<file path="config.mk">
export PLATFORM = sky130hd
export DESIGN_NAME = cpu_csr_access
export DESIGN_NICKNAME = d
export VERILOG_FILES = /design/src/rtl/cpu_csr_access_pkg.sv /design/src/rtl/cpu_csr_access_alu.sv /design/src/rtl/cpu_csr_access.sv
export SDC_FILE = /design/constraint.sdc
export NUM_CORES = 1
export LEC_CHECK = 0
export BUFFER_PORTS_ARGS = -buffer_cell sky130_fd_sc_hd__clkbuf_2
export CAP_MARGIN = 20
export CORE_ASPECT_RATIO = 1.1
export CORE_MARGIN = 10
export CORE_UTILIZATION = 45
export DETAILED_ROUTE_END_ITERATION = 8
export GPL_TIMING_DRIVEN = 0
export PLACE_DENSITY = 0.87
export SYNTH_ARGS = -nofsm -noshare
export SYNTH_HDL_FRONTEND = slang
export SYNTH_SLANG_ARGS = --single-unit
</file>
<file path="constraint.sdc">
create_clock -name clk_i -period 6.78 [get_ports clk_i]
set_clock_uncertainty 0.15 [all_clocks]
set_input_delay 1.356 -clock clk_i [delete_from_list [all_inputs] [get_ports clk_i]]
set_output_delay 1.356 -clock clk_i [all_outputs]
set_load 0.01 [all_outputs]
</file>
<file path="src/rtl/cpu_csr_access_pkg.sv">
// Shared types and helpers for the Zicsr access sequencer (cpu_csr_access).
package cpu_csr_access_pkg;

  typedef logic [11:0] csr_t;
  typedef logic [31:0] mcause_t;

  typedef enum logic [2:0] {
    CSR_OP_RW  = 3'b001,
    CSR_OP_RS  = 3'b010,
    CSR_OP_RC  = 3'b011,
    CSR_OP_RWI = 3'b101,
    CSR_OP_RSI = 3'b110,
    CSR_OP_RCI = 3'b111
  } csr_op_t;

  typedef enum logic [1:0] {
    CSR_ST_IDLE  = 2'd0,
    CSR_ST_READ  = 2'd1,
    CSR_ST_WRITE = 2'd2,
    CSR_ST_TRAP  = 2'd3
  } csr_access_state_t;

  localparam int unsigned EXC_ILLEGAL_INSTR = 32'd2;

  function automatic logic csr_is_rw(input logic [2:0] op);
    return (op == 3'(CSR_OP_RW)) || (op == 3'(CSR_OP_RWI));
  endfunction

  function automatic logic csr_funct3_illegal(input logic [2:0] op);
    return (op == 3'b000) || (op == 3'b100);
  endfunction

  // Set/clear with a zero source are pure reads and must not write.
  function automatic logic csr_write_intended(input logic [2:0] op, input logic src_zero);
    return csr_is_rw(op) || !src_zero;
  endfunction

endpackage

</file>
<file path="src/rtl/cpu_csr_access_alu.sv">
// Combinational read-modify-write datapath: new CSR value from op, old value and source.
module cpu_csr_access_alu
  import cpu_csr_access_pkg::*;
(
  input  logic [2:0]  i_op,
  input  logic [31:0] i_old,
  input  logic [31:0] i_src,
  output logic [31:0] o_new
);

  // Select write/set/clear result.
  always_comb begin
    o_new = i_old;
    case (i_op)
      3'(CSR_OP_RW), 3'(CSR_OP_RWI): o_new = i_src;
      3'(CSR_OP_RS), 3'(CSR_OP_RSI): o_new = i_old | i_src;
      3'(CSR_OP_RC), 3'(CSR_OP_RCI): o_new = i_old & ~i_src;
      default:                       o_new = i_old;
    endcase
  end

endmodule

</file>
<file path="src/rtl/cpu_csr_access.sv">
// Zicsr read-modify-write initiator toward the CSR file, with illegal-instruction trap.
// Optional: define CSR_RO_CHECK_EN to trap writes to read-only CSRs (addr[11:10]==2'b11).
module cpu_csr_access
  import cpu_csr_access_pkg::*;
#(
  parameter int unsigned EXC_ILLEGAL = EXC_ILLEGAL_INSTR
) (
  input  logic        clk_i,
  input  logic        reset_i,
  input  logic        req_valid_i,
  output logic        req_ready_o,
  input  logic [2:0]  req_op_i,
  input  logic [11:0] req_addr_i,
  input  logic [31:0] req_src_i,
  input  logic        req_src_zero_i,
  input  logic        req_rd_zero_i,
  input  logic [31:0] req_pc_i,
  input  logic        flush_i,
  output logic [11:0] read_addr_o,
  output logic        read_enable_o,
  input  logic [31:0] read_data_i,
  output logic [11:0] write_addr_o,
  output logic [31:0] write_data_o,
  output logic        write_enable_o,
  output logic        rsp_valid_o,
  output logic [31:0] rsp_data_o,
  output logic        mtrap_o,
  output logic [31:0] mcause_o,
  output logic [31:0] trap_pc_o
);

  localparam logic [1:0] ST_IDLE  = 2'(CSR_ST_IDLE);
  localparam logic [1:0] ST_READ  = 2'(CSR_ST_READ);
  localparam logic [1:0] ST_WRITE = 2'(CSR_ST_WRITE);
  localparam logic [1:0] ST_TRAP  = 2'(CSR_ST_TRAP);

  logic [1:0]  r_state;
  logic [2:0]  r_op;
  csr_t        r_addr;
  logic [31:0] r_src;
  logic        r_src_zero;
  logic        r_rd_zero;
  logic [31:0] r_pc;

  logic        w_accept;
  logic        w_ro_illegal;
  logic        w_illegal;
  logic [1:0]  w_next_after_accept;
  logic        w_skip_read;
  logic        w_wr_intended;
  logic        w_ro_target;
  logic [31:0] w_old;
  logic [31:0] w_new;

  assign req_ready_o = (r_state == ST_IDLE) && !reset_i;
  assign w_accept    = req_valid_i && req_ready_o && !flush_i;

`ifdef CSR_RO_CHECK_EN
  assign w_ro_illegal = (req_addr_i[11:10] == 2'b11) && csr_write_intended(req_op_i, req_src_zero_i);
`else
  assign w_ro_illegal = 1'b0;
`endif

  assign w_illegal = csr_funct3_illegal(req_op_i) || w_ro_illegal;
  assign w_next_after_accept = w_illegal ? ST_TRAP :
                               (csr_is_rw(req_op_i) && req_rd_zero_i) ? ST_WRITE : ST_READ;

  assign w_skip_read   = csr_is_rw(r_op) && r_rd_zero;
  assign w_wr_intended = csr_write_intended(r_op, r_src_zero);
  // Read-only targets reach WRITE only when the trap check is compiled out; suppress the write.
  assign w_ro_target   = (r_addr[11:10] == 2'b11);
  assign w_old         = w_skip_read ? 32'h0000_0000 : read_data_i;

  cpu_csr_access_alu u_alu (
    .i_op  (r_op),
    .i_old (w_old),
    .i_src (r_src),
    .o_new (w_new)
  );

  // State sequencing and request capture.
  always_ff @(posedge clk_i or posedge reset_i) begin
    if (reset_i) begin
      r_state    <= ST_IDLE;
      r_op       <= 3'b000;
      r_addr     <= 12'h000;
      r_src      <= 32'h0000_0000;
      r_src_zero <= 1'b0;
      r_rd_zero  <= 1'b0;
      r_pc       <= 32'h0000_0000;
    end else if (flush_i) begin
      r_state <= ST_IDLE;
    end else begin
      case (r_state)
        ST_IDLE: begin
          if (w_accept) begin
            r_state    <= w_next_after_accept;
            r_op       <= req_op_i;
            r_addr     <= req_addr_i;
            r_src      <= req_src_i;
            r_src_zero <= req_src_zero_i;
            r_rd_zero  <= req_rd_zero_i;
            r_pc       <= req_pc_i;
          end else begin
            r_state <= ST_IDLE;
          end
        end
        ST_READ:  r_state <= ST_WRITE;
        ST_WRITE: r_state <= ST_IDLE;
        ST_TRAP:  r_state <= ST_IDLE;
        default:  r_state <= ST_IDLE;
      endcase
    end
  end

  // Per-state port drive; flush kills side effects in the same cycle.
  always_comb begin
    read_addr_o    = 12'h000;
    read_enable_o  = 1'b0;
    write_addr_o   = 12'h000;
    write_data_o   = 32'h0000_0000;
    write_enable_o = 1'b0;
    rsp_valid_o    = 1'b0;
    rsp_data_o     = 32'h0000_0000;
    mtrap_o        = 1'b0;
    mcause_o       = 32'h0000_0000;
    trap_pc_o      = 32'h0000_0000;
    case (r_state)
      ST_READ: begin
        read_enable_o = 1'b1;
        read_addr_o   = r_addr;
      end
      ST_WRITE: begin
        write_addr_o   = r_addr;
        write_data_o   = w_new;
        write_enable_o = w_wr_intended && !w_ro_target && !flush_i;
        rsp_valid_o    = !flush_i;
        rsp_data_o     = w_old;
      end
      ST_TRAP: begin
        mtrap_o   = !flush_i;
        mcause_o  = {1'b0, 31'(EXC_ILLEGAL)};
        trap_pc_o = r_pc;
      end
      default: begin
        read_enable_o = 1'b0;
      end
    endcase
  end

endmodule
</file>
==> flow_summary.json <==
{
  "dr_total_vias": 4594,
  "combPwrFrac_pct": 27.6,
  "holdBufCountCts": 0,
  "grt_overflow": 0,
  "coreArea_mm2": 0.01106,
  "ios": 274,
  "clk_latency_ps": 330,
  "ys_top_cells_by_count": "a21oi_1 (84), dfrtp_1 (82), mux2_4 (67)",
  "via_per_inst": 4.934,
  "min_period_ps": 3816,
  "vdd_drop_max_uv": 147.5,
  "grt_use_total_pct": 20.28,
  "yosysTopAreaCellShare_pct": 39.75,
  "dp.cells": 916,
  "num_rows": 40,
  "die_w_um": 122.1,
  "worst_pin_slew_ps": 542.8,
  "p_leak_nw": 3.975,
  "ant_nets": 0,
  "cts_tree": "yes",
  "status": "finished clean",
  "yosysUniqueCellTypes": 25,
  "die_y_um": 132.3,
  "clk_pin_slew_worst_paths_ps": 60,
  "start_util_pct": 46.67,
  "grt_pass1_wl_um": 26510,
  "grt_max_degree": 43,
  "cts_setup_buffers": 0,
  "port_buffers": 241,
  "synthArstFlopShare_pct": 100.0,
  "tns_ps": 0,
  "post-route-period-util_pct": 56.28,
  "grt_pass1_vias": 4884,
  "crit_start": "r_state[0]",
  "antenna_found_initial": 0,
  "p_int_mw": 1.202,
  "synth.area.top_cells": "dfrtp_1 (40%), mux2_4 (19%), a21oi_1 (8.1%), and2_1 (6.9%), buf_4 (4.7%)",
  "max_freq_ghz": 0.2621,
  "synth_warnings": 0,
  "pwr-share-clk_pct": 32.6,
  "design_area_mm2": 0.007020,
  "cts_buffers": 9,
  "gp_congestion": 0.8198,
  "fp.dieArea_mm2": 0.01616,
  "synth-seq-cells": 82,
  "fin_nets": 897,
  "fillers": 925,
  "ctsResizeCount": 0,
  "drc": 0,
  "syn_to_final_growth_pct": 35.99,
  "clockBufferDepth": 2,
  "setup-violations-final": 0,
  "slew_violations": 0,
  "dp_hpwl_um": 13750,
  "synth_edf_count": 0,
  "ys_seq_area_share_pct": 39.75,
  "min-delay-start": "r_pc[8]",
  "yosysMostFrequentCell": "a21oi_1",
  "drive_above_1_share_pct": 49.49,
  "synthCells": 497,
  "netSwitchingPower_mw": 0.4873,
  "crit_path_max_fanout": 10,
  "cp.arrival_ps": 2310,
  "clock-sinks": 82,
  "holdPathStages": 1,
  "syn_avg_cell_area_um2": 10.39,
  "cellPowerDensity_mw_per_mm2": 240.6,
  "required_ps": 5270,
  "drt_iter0_markers": 258,
  "dr.pass1.iters": 4,
  "holdPathEnd": "r_pc[8]",
  "synth_area_leader_cell": "dfrtp_1",
  "drv_cap": 0,
  "wirelength_um": 16980,
  "reg2reg_slack_ps": 4980,
  "relSlewSlack_pct": 63.81,
  "hp-class": "reg2reg",
  "detail_route.wl_per_cell_um": 18.24,
  "diodes": 0,
  "clockRootBuffer": "clkbuf_16",
  "dpl_cell_area_mm2": 0.006688,
  "p_sw_share_pct": 28.85,
  "pwr-share-seq_pct": 39.9,
  "finalNonFillerCells": 931,
  "rsz0062_at_grt": "false",
  "cp-end-kind": "output port",
  "hold_viol_final": 0,
  "ys.flop_type": "dfrtp_1",
  "worstRegToRegCells": 6,
  "htree_levels": 3,
  "worst_r2r_endpoint": "r_src[3]",
  "timing.rr.start": "r_state[0]",
  "syn_area_mm2": 0.005162,
  "crit_type": "reg2out",
  "start_kind": "flop"
}
[layout make-up]
class / instances / area [um^2] / area share (%)
Buffer: 70 / 454.2 / 6.469
Timing Repair Buffer: 242 / 1226 / 17.47
Multi-Input combinational cell: 370 / 2750 / 39.17
Clock buffer: 10 / 229.0 / 3.261
Sequential cell: 82 / 2052 / 29.23
Clock inverter: 5 / 103.9 / 1.479
Tap cell: 147 / 183.9 / 2.620
Inverter: 5 / 21.27 / 0.3030
[metal layers]
metal | global-route usage [%] | wire length [um]
met1 | 21.79 | 6356
met2 | 34.52 | 8339
met3 | 8.912 | 1979
met4 | 6.619 | 301
met5 | 0 | 0
[registers in the layout, indices dropped and copies added, names as in the netlist]
name and cells:
r_src 32, r_src_zero 1, r_addr 12, r_state 2, r_pc 32, r_op 2
r_rd_zero 1
[cell usage in the layout (no fill, tap or decap), types with 2 or more instances in the layout]
cell,synthesis,routed
clkbuf_2,0,241
a21oi_1,84,84
dfrtp_1,82,82
mux2_4,67,67
and2_1,57,57
and3_1,33,33
buf_4,32,32
conb_1,1,31
nor2_1,27,27
o21a_1,26,26
clkbuf_1,21,22
mux2_2,12,12
nor2b_1,10,10
buf_2,9,9
clkbuf_16,0,9
buf_6,8,8
nand2_1,8,8
o21ai_0,6,6
inv_1,5,4
bufinv_16,0,3
nand2b_1,2,2
[metrics by stage]
stage / setup slack, ps / power [mW] / util (%) / hold WS, ps
after floorplan: 3166 / 0.9984 / - / 322.0
after global placement: 2126 / 1.125 / 60.26 / 333.1
after global routing: 2811 / 1.777 / 63.47 / 362.7
after CTS: 2912 / 1.700 / 63.47 / 354.8
after detailed placement: 3239 / 1.144 / 60.46 / 335.2
final: 2964 / 1.689 / 63.47 / 353.2
[cell families after synthesis]
kind of cell | share of synthesized area, %
buffers and inverters | 9.162
other | 0.07264
multiplexers | 22.30
AND/OR/NAND/NOR | 15.37
flip-flops | 39.75
XOR/XNOR | 0.1697
AO/OA/AOI/OAI | 13.18
[worst max-delay path by stage]
stage,endpoint,slack [ps],depth (start not counted)
2_1_floorplan,r_addr[0],3170,1
3_3_place_gp,r_src[10],2130,2
3_5_place_dp,write_enable_o,3240,4
4_1_cts,rsp_data_o[21],2910,7
5_1_grt,write_data_o[16],2810,6
6_report,write_data_o[16],2960,6
[worst max-delay path, cell delays in order, from the launching register on]
cell	delay, ps
dfrtp_1	360
buf_2	190
nor2b_1	160
clkbuf_1	430
clkbuf_1	430
o21a_1	240
clkbuf_2	160
[power by group through the flow]
stage / logic, mW / registers (mW) / clock network, mW
3_5_place_dp: 0.468 / 0.677 / 0
3_3_place_gp: 0.451 / 0.674 / 0
2_1_floorplan: 0.345 / 0.653 / 0
4_1_cts: 0.468 / 0.672 / 0.560
6_report: 0.466 / 0.673 / 0.550
5_1_grt: 0.514 / 0.688 / 0.575
No activity file was read; power rests on OpenSTA's default activity.
